==> src/rtl/vga_capture.sv <==
// rtl/vga_capture.sv - windowed RGB444 VGA capture into a frame-buffer write port
module vga_capture #(
    parameter int H_SYNC  = 96,
    parameter int H_BP    = 48,
    parameter int H_TOTAL = 800,
    parameter int V_SYNC  = 2,
    parameter int V_BP    = 33,
    parameter int X0      = 0,
    parameter int Y0      = 0,
    parameter int IMG_W   = 256,
    parameter int IMG_H   = 256,
    parameter int ADDR_W  = 16
) (
    input  logic              clk,
    input  logic              rst,
    input  logic              ld,
    input  logic              pix_en,
    input  logic [3:0]        i_red,
    input  logic [3:0]        i_green,
    input  logic [3:0]        i_blue,
    input  logic              i_hsync,
    input  logic              i_vsync,
    output logic              wr_en,
    output logic [ADDR_W-1:0] wr_addr,
    output logic [11:0]       wr_data,
    output logic              busy,
    output logic              complete,
    output logic              err
);

    localparam int HW = $clog2(2 * H_TOTAL + 1);
    localparam int VW = 16;

    localparam logic [HW-1:0] H_MAX  = HW'(2 * H_TOTAL);
    localparam logic [HW-1:0] X_LO   = HW'(H_SYNC + H_BP + X0);
    localparam logic [HW-1:0] X_LAST = HW'(H_SYNC + H_BP + X0 + IMG_W - 1);
    localparam logic [VW-1:0] Y_LO   = VW'(V_SYNC + V_BP + Y0);
    localparam logic [VW-1:0] Y_LAST = VW'(V_SYNC + V_BP + Y0 + IMG_H - 1);

    typedef enum logic [1:0] {
        IDLE    = 2'd0,
        WAIT_VS = 2'd1,
        CAPTURE = 2'd2,
        DONE    = 2'd3
    } state_t;

    logic        pix_q;
    logic        ld_q;
    logic [11:0] rgb_q;
    logic        hs_q;
    logic        vs_q;
    logic        hs_prev_q;
    logic        vs_prev_q;

    logic [HW-1:0] h_q, h_d;
    logic [VW-1:0] v_q, v_d;
    logic          vs_seen_q, vs_seen_d;

    state_t             state_q;
    logic [ADDR_W-1:0]  addr_cnt_q;
    logic               wr_en_q;
    logic [ADDR_W-1:0]  wr_addr_q;
    logic [11:0]        wr_data_q;
    logic               busy_q;
    logic               complete_q;
    logic               err_q;

    logic hs_edge;
    logic vs_edge;
    logic in_win;
    logic last_px;
    logic overrun;

    always_ff @(posedge clk or negedge rst) begin
        if (!rst) begin
            pix_q     <= 1'b0;
            ld_q      <= 1'b0;
            rgb_q     <= '0;
            hs_q      <= 1'b0;
            vs_q      <= 1'b0;
            hs_prev_q <= 1'b0;
            vs_prev_q <= 1'b0;
        end else begin
            pix_q <= pix_en;
            ld_q  <= ld;
            rgb_q <= {i_red, i_green, i_blue};
            hs_q  <= i_hsync;
            vs_q  <= i_vsync;
            if (pix_q) begin
                hs_prev_q <= hs_q;
                vs_prev_q <= vs_q;
            end
        end
    end

    // Edges compare the current sample against the previous strobed sample only.
    assign hs_edge = pix_q & hs_prev_q & ~hs_q;
    assign vs_edge = pix_q & vs_prev_q & ~vs_q;

    always_comb begin
        h_d       = h_q;
        v_d       = v_q;
        vs_seen_d = vs_seen_q;
        if (pix_q) begin
            if (hs_edge) begin
                h_d       = '0;
                vs_seen_d = 1'b0;
                if (vs_seen_q || vs_edge) begin
                    v_d = '0;
                end else if (v_q != '1) begin
                    v_d = v_q + 1'b1;
                end
            end else begin
                if (h_q != H_MAX) begin
                    h_d = h_q + 1'b1;
                end
                if (vs_edge) begin
                    vs_seen_d = 1'b1;
                end
            end
        end
    end

    always_ff @(posedge clk or negedge rst) begin
        if (!rst) begin
            h_q       <= '0;
            v_q       <= '0;
            vs_seen_q <= 1'b0;
        end else begin
            h_q       <= h_d;
            v_q       <= v_d;
            vs_seen_q <= vs_seen_d;
        end
    end

    // Window position is judged on the counter values that belong to this sample.
    assign in_win  = pix_q && (h_d >= X_LO) && (h_d <= X_LAST)
                           && (v_d >= Y_LO) && (v_d <= Y_LAST);
    assign last_px = in_win && (h_d == X_LAST) && (v_d == Y_LAST);
    assign overrun = (h_d == H_MAX);

    always_ff @(posedge clk or negedge rst) begin
        if (!rst) begin
            state_q    <= IDLE;
            addr_cnt_q <= '0;
            wr_en_q    <= 1'b0;
            wr_addr_q  <= '0;
            wr_data_q  <= '0;
            busy_q     <= 1'b0;
            complete_q <= 1'b0;
            err_q      <= 1'b0;
        end else begin
            wr_en_q <= 1'b0;
            if (pix_q) begin
                case (state_q)
                    IDLE: begin
                        if (ld_q) begin
                            state_q <= WAIT_VS;
                            busy_q  <= 1'b1;
                            err_q   <= 1'b0;
                        end
                    end
                    WAIT_VS: begin
                        if (vs_edge) begin
                            state_q    <= CAPTURE;
                            addr_cnt_q <= '0;
                        end
                    end
                    CAPTURE: begin
                        // The final pixel wins over a coincident vsync edge.
                        if (last_px) begin
                            wr_en_q    <= 1'b1;
                            wr_addr_q  <= addr_cnt_q;
                            wr_data_q  <= rgb_q;
                            addr_cnt_q <= addr_cnt_q + 1'b1;
                            state_q    <= DONE;
                            busy_q     <= 1'b0;
                            complete_q <= 1'b1;
                        end else if (vs_edge || overrun) begin
                            state_q <= IDLE;
                            busy_q  <= 1'b0;
                            err_q   <= 1'b1;
                        end else if (in_win) begin
                            wr_en_q    <= 1'b1;
                            wr_addr_q  <= addr_cnt_q;
                            wr_data_q  <= rgb_q;
                            addr_cnt_q <= addr_cnt_q + 1'b1;
                        end
                    end
                    DONE: begin
                        if (ld_q) begin
                            state_q    <= WAIT_VS;
                            busy_q     <= 1'b1;
                            complete_q <= 1'b0;
                        end
                    end
                    default: begin
                        state_q <= IDLE;
                        busy_q  <= 1'b0;
                    end
                endcase
            end
        end
    end

    assign wr_en    = wr_en_q;
    assign wr_addr  = wr_addr_q;
    assign wr_data  = wr_data_q;
    assign busy     = busy_q;
    assign complete = complete_q;
    assign err      = err_q;

endmodule

==> config.mk <==
export PLATFORM = sky130hd
export DESIGN_NAME = vga_capture
export DESIGN_NICKNAME = d
export VERILOG_FILES = /design/src/rtl/vga_capture.sv
export SDC_FILE = /design/constraint.sdc
export NUM_CORES = 1
export LEC_CHECK = 0
export CAP_MARGIN = 20
export CORE_MARGIN = 1.5
export CORE_UTILIZATION = 40
export CTS_CLUSTER_DIAMETER = 150
export DETAILED_ROUTE_END_ITERATION = 10
export MAX_ROUTING_LAYER = met4
export PLACE_DENSITY = 0.7
export SKIP_CTS_REPAIR_TIMING = 1
export SYNTH_ARGS = -nofsm -noshare
export SYNTH_HDL_FRONTEND = slang
export SYNTH_SLANG_ARGS = --single-unit
==> constraint.sdc <==
create_clock -name clk -period 3.6 [get_ports clk]
set_input_delay 0.9 -clock clk [delete_from_list [all_inputs] [get_ports clk]]
set_output_delay 0.9 -clock clk [all_outputs]
set_load 0.01 [all_outputs]
# Word-level counts from Yosys, hierarchy flattened

Cells that the tools add are included.

Bits in registers: 96
Input bits: 18
Output and inout port bits: 32
Word-level logic and storage cells: 113

Add/subtract/negate cells: 3
Order comparisons: 4
Eq/ne operators: 19
Muxes and demuxes: 40
Bitwise operators: 6
Reduce and logical (&&, ||, !) cells: 23

Operator list:

| operator              | count |
|---|---|
| $mux 16               | 11 |
| $mux 12               | 3 |
| $mux 11               | 3 |
| $add 16x1->16 const B | 2 |
| $pmux 16 s2           | 1 |
| $eq 16x9->1 const B   | 1 |
| $ge 16x6->1 const B   | 1 |
| $le 16x9->1 const B   | 1 |
| $ne 16x16->1 const B  | 1 |
| $reduce_and 4->1      | 4 |
| $mux 1                | 14 |
| $ne 2x2->1 const B    | 7 |
| $reduce_bool 2->1     | 6 |
| $add 11x1->11 const B | 1 |
| $eq 11x11->1 const B  | 1 |
| $eq 11x9->1 const B   | 1 |
| $ge 11x8->1 const B   | 1 |
| $le 11x9->1 const B   | 1 |
| $ne 11x11->1 const B  | 1 |
| $reduce_and 5->1      | 2 |
| $ne 3x3->1 const B    | 3 |
| $mux 2                | 4 |
| $logic_and 1x1->1     | 6 |
| $pmux 1 s2            | 3 |
| other kinds (10)      | 16 |

# Longest topological paths before layout

Depth in word-level cells: 14
Depth in mapped cells: 13
Gate-level depth less buffers: 11

# Worst setup path after synthesis

Ideal clock, no wire load.

Kind: register to register
Start: register v_q[4]
End: register wr_addr_q[14] (netlist: wr_addr[14])
Library setup time: 0.127 ns
Arrival: 3.337 ns
Data required time: 3.473 ns
Setup slack: 0.135 ns
Cell stages (with the launch flop): 12
Buffers on the path: 2
Path through: dfrtp_1 > buf_2 > nand4_1 > or4_1 > o211a_1 > nand4b_1 > or4_4 > nor4_4 > o211ai_4 > nor2_8 > buf_6 > mux2_1

Cells in the longest elaborated chain, start to end: 12

Ends and longest elaborated chain:

| what                                                      | line     | text |
|---|---|---|
| start: declaration                                        | 56       | `logic [VW-1:0] v_q, v_d;` |
| start signal: assignment                                  | 131      | `v_q <= v_d;` |
| $add 16x1->16 or $ne 16x16->1 (tied branches)             | 111, 110 |  |
| $mux 16 (*)                                               | 110      | `end else if (v_q != '1) begin` |
| $mux 16 (*)                                               | 108      | `if (vs_seen_q \|\| vs_edge) begin` |
| $mux 16 (*)                                               | 105      | `if (hs_edge) begin` |
| $mux 16 (*)                                               | 104      | `if (pix_q) begin` |
| via v_d[12]                                               | 56       |  |
| $ge 16x6->1                                               | 138      | `&& (v_d >= Y_LO) && (v_d <= Y_LAST);` |
| $logic_and 1x1->1 (2 in series)                           | 138      |  |
| $logic_and 1x1->1 (2 in series)                           | 139      | `assign last_px = in_win && (h_d == X_LAST) && (v_d == Y_LAST);` |
| $ne 2x2->1 (no line) or $reduce_bool 2->1 (tied branches) | --       |  |
| $reduce_and 4->1 (no line)                                | --       |  |
| end signal: assignment                                    | 173      | `wr_addr_q <= addr_cnt_q;` |
| end signal: assignment                                    | 185      | `wr_addr_q <= addr_cnt_q;` |
| end: declaration                                          | 62       | `logic [ADDR_W-1:0] wr_addr_q;` |

The timed path passes the listed nets; every way through them passes the cells marked *.
A chain may end at the register's enable or synchronous reset.

# Worst setup path in the final report

Start: register v_q[10]
End: register wr_data_q[6] (netlist: wr_data[6])

Cells in the longest elaborated chain, start to end: 12

Ends and longest elaborated chain:

| what                                                      | line     | text |
|---|---|---|
| $add 16x1->16 or $ne 16x16->1 (tied branches)             | 111, 110 |  |
| $mux 16 (*)                                               | 110      |  |
| $mux 16 (*)                                               | 108      |  |
| $mux 16 (*)                                               | 105      |  |
| $mux 16 (*)                                               | 104      |  |
| via v_d[12]                                               | 56       |  |
| $ge 16x6->1                                               | 138      |  |
| $logic_and 1x1->1 (2 in series)                           | 138      |  |
| $logic_and 1x1->1 (2 in series)                           | 139      |  |
| $ne 2x2->1 (no line) or $reduce_bool 2->1 (tied branches) | --       |  |
| $reduce_and 4->1 (no line)                                | --       |  |
| end signal: assignment                                    | 174      | `wr_data_q <= rgb_q;` |
| end signal: assignment                                    | 186      | `wr_data_q <= rgb_q;` |
| end: declaration                                          | 63       | `logic [11:0] wr_data_q;` |

Marked as above.

==> impl_metrics.tcl <==
set metrics [dict create \
    final-seq-area_um2 2400 \
    cpLargestDelayFamily "simple AND/OR/NAND/NOR gates" \
    synth_top_area_share_pct 47.2 \
    drtIter0Drc 277 \
    wirelength_mm 11.7 \
    path_max_fanout 21 \
    ir_drop_v 0.000280 \
    worstPathRequired_ns 3.84 \
    setup_viol 0 \
    setup_ws_ns 0.163 \
    ioPinCount 50 \
    hold_start "rgb_q[0]" \
    fmax_mhz 291 \
    finalHoldViolCount 0 \
    yosysSeqAreaShare_pct 47.2 \
    synth_fp_nets 521 \
    cts_tree "yes" \
    yosysUniqueCellTypes 65 \
    rsz0062_at_grt "yes" \
    dp_cells 735 \
    portBuffers 49 \
    min_path_type "flop to flop" \
    cp_cell_sequence "nand4_1 > or4_1 > o211a_1 > nand4b_1 > or4_4 > nor4b_4 > o211ai_4 > nor2_8 > buf_12 > mux2_1" \
    tightest_slew_ns 0.566 \
    grt_pass1_vias 4114 \
    cp_slowest_cell "or4_4" \
    finalSetupTns_ns 0 \
    area_delta_synth_final_pct 27.0 \
    reg2reg_from "v_q[10]" \
    insertedDiodeCount 0 \
    syn-cell-area_um2 5090 \
    timing.final.crit_share_pct 95.5 \
    wl_per_cell_um 15.5 \
    whs_path_depth 1 \
    final_util_pct 51.7 \
    async_flop_share_pct 100 \
    grt_first_pass_wirelength_mm 20.1 \
    core_area_um2 12500 \
    slowest_delay_ns 0.54 \
    powerDensity_nw_per_um2 432 \
    final_cell_mix "dfrtp_1, buf_4, nand2_1, clkdlybuf4s50_1, nor2_1" \
    crit_path_start_kind "flop" \
    fin_crit_ns 3.44 \
    routed_via_density 5.38 \
    die_area_um2 13400 \
    fin_cells 754 \
    synth_top_cell_by_area "dfrtp_1" \
    reg2reg_slack_ns 0.16 \
    multi_input_area_um2 2610 \
    postLayoutCellArea_um2 6470 \
    clk_root_buffer_cell "clkbuf_16" \
    crit_start "v_q[10]" \
    antenna_found_initial 0 \
    worstPathArrival_ns 3.67 \
    timing.rr.end "wr_data[6]" \
    dieHeight_um 116 \
    n_fill_cell 1160 \
    yosys_register_bits 96 \
    final_common_cell "dfrtp_1" \
    crit_path_end_kind "flop" \
    cts_buffers 9 \
    die_w_um 116 \
    reg2regPathDepth 10 \
    clock_sinks 96 \
    synth_top_flop_cell "dfrtp_1" \
    synth_edf_count 0 \
    slew_headroom_pct 62.3 \
    start_util_pct 40.7 \
    synth_warnings 0 \
    synthCells 494 \
    cap_violations 0 \
    globalplace.congestion 0.971 \
    status "finished, final reports clean" \
    htreeDepth 3 \
    critical_path_class "flop to flop" \
    drc_errors 0 \
    postRouteAntennaNets 0 \
    fin_worst_skew_ns 0.00660 \
    first_pass_iters 4 \
    clock_latency_ns 0.35 \
    slew_viol_final 0 \
    track_usage_pct 19.8 \
    drive_gt1_share_pct 16.7 \
    critPathBufInv 1 \
    grt_overflow 0 \
    place_ws_ns 0.0150 \
    max-clock-path-buffers 2 \
    rows 41 \
    dpl_cell_area_um2 6050 \
    synth_area_leaders "dfrtp_1, mux2_1, mux2i_1, nand2_1, ha_1" \
    hold_end "wr_data[0]" \
    path_clk_slew_ns 0.07 \
    syn_area_per_cell_um2 10.3 \
    nets 604 \
    grt_max_degree 46 \
    dpl.hpwl_mm 8.53 \
    p_leak_nw 2.84 \
    num_vias 4059 \
]
==> worst max path at each step <==
| stage | to | depth (start not counted) |
|---|---|---|
| 6_report | wr_data[6] | 10 |
| 5_1_grt | wr_addr[8] | 11 |
| 4_1_cts | addr_cnt_q[3] | 12 |
| 3_5_place_dp | addr_cnt_q[3] | 12 |
| 3_3_place_gp | wr_data[2] | 12 |
| 2_1_floorplan | wr_addr[14] | 11 |
==> cells by family (layout without fill, tap and decap cells) <==
family	after synthesis	after routing	share of synthesized area, %
xor+xnor	12	12	2.06
compound gates	76	76	11.2
mux	49	49	10.4
fa+ha+maj	9	9	2.21
buf+inv	42	130	3.49
simple gates	210	210	23.6
flops	96	96	47.2
==> metal layers <==
layer,part of all wire (%),GRT usage (%),vias to the layer above
met1,46,25.1,2001
met3,3.0,4.08,15
met2,49,31.7,64
li1,-,-,1979
met5,0,-,-
met4,1.7,6.75,0
==> registers in the layout (all words and copies together), names as in the netlist <==
register and count:
wr_addr 16, hs_q 1, vs_prev_q 1, pix_q 1, hs_prev_q 1, busy 1, wr_data 12, complete 1
wr_en 1, h_q 11, rgb_q 12, v_q 16, vs_seen_q 1, addr_cnt_q 16, err 1, ld_q 1
state_q 2, vs_q 1
==> synthesized netlist by cell type (5+ instances only) <==
cell and instances:
ha_1 9, and3_1 8, xor2_1 6, inv_1 14
a31oi_1 8, nand4b_1 6, nand2b_1 18, nor4_1 9
dfrtp_1 96, or3_1 9, nor2b_1 6, o31ai_1 7
a21oi_1 12, mux2i_1 19, nor3b_1 5, nand4_1 12
nand3_1 17, o21ai_0 8, or4_1 7, nor3_1 11
nand2_1 48, mux2_1 28, xnor2_1 6, nor2_1 30
clkbuf_1 20
==> through the flow <==
| step | hold WS (ns) | total power [W] |
|---|---|---|
| after floorplan | 0.439 | 0.00162 |
| after global placement | 0.442 | 0.00181 |
| after detailed placement | 0.452 | 0.00183 |
| after CTS | 0.468 | 0.00280 |
| after global routing | 0.489 | 0.00295 |
| final | 0.464 | 0.00279 |
==> area by class of cell <==
type	count	share of cell area [%]
repair buffers	100	13.8
well taps	172	3.33
clock inverters	6	0.928
clock buffers	10	3.69
flip-flops and latches	96	37.1
inverters	14	0.812
multi-input cells	356	40.3
==> power breakdown <==
part / leakage, nW / switching [W] / internal, W
sequential: 1.28 / 0.0000739 / 0.00115
clock: 0.149 / 0.000450 / 0.000506
combinational: 1.40 / 0.000360 / 0.000257
total: 2.84 / 0.000884 / 0.00191
Note: power is estimated with default switching activity, not from simulation.
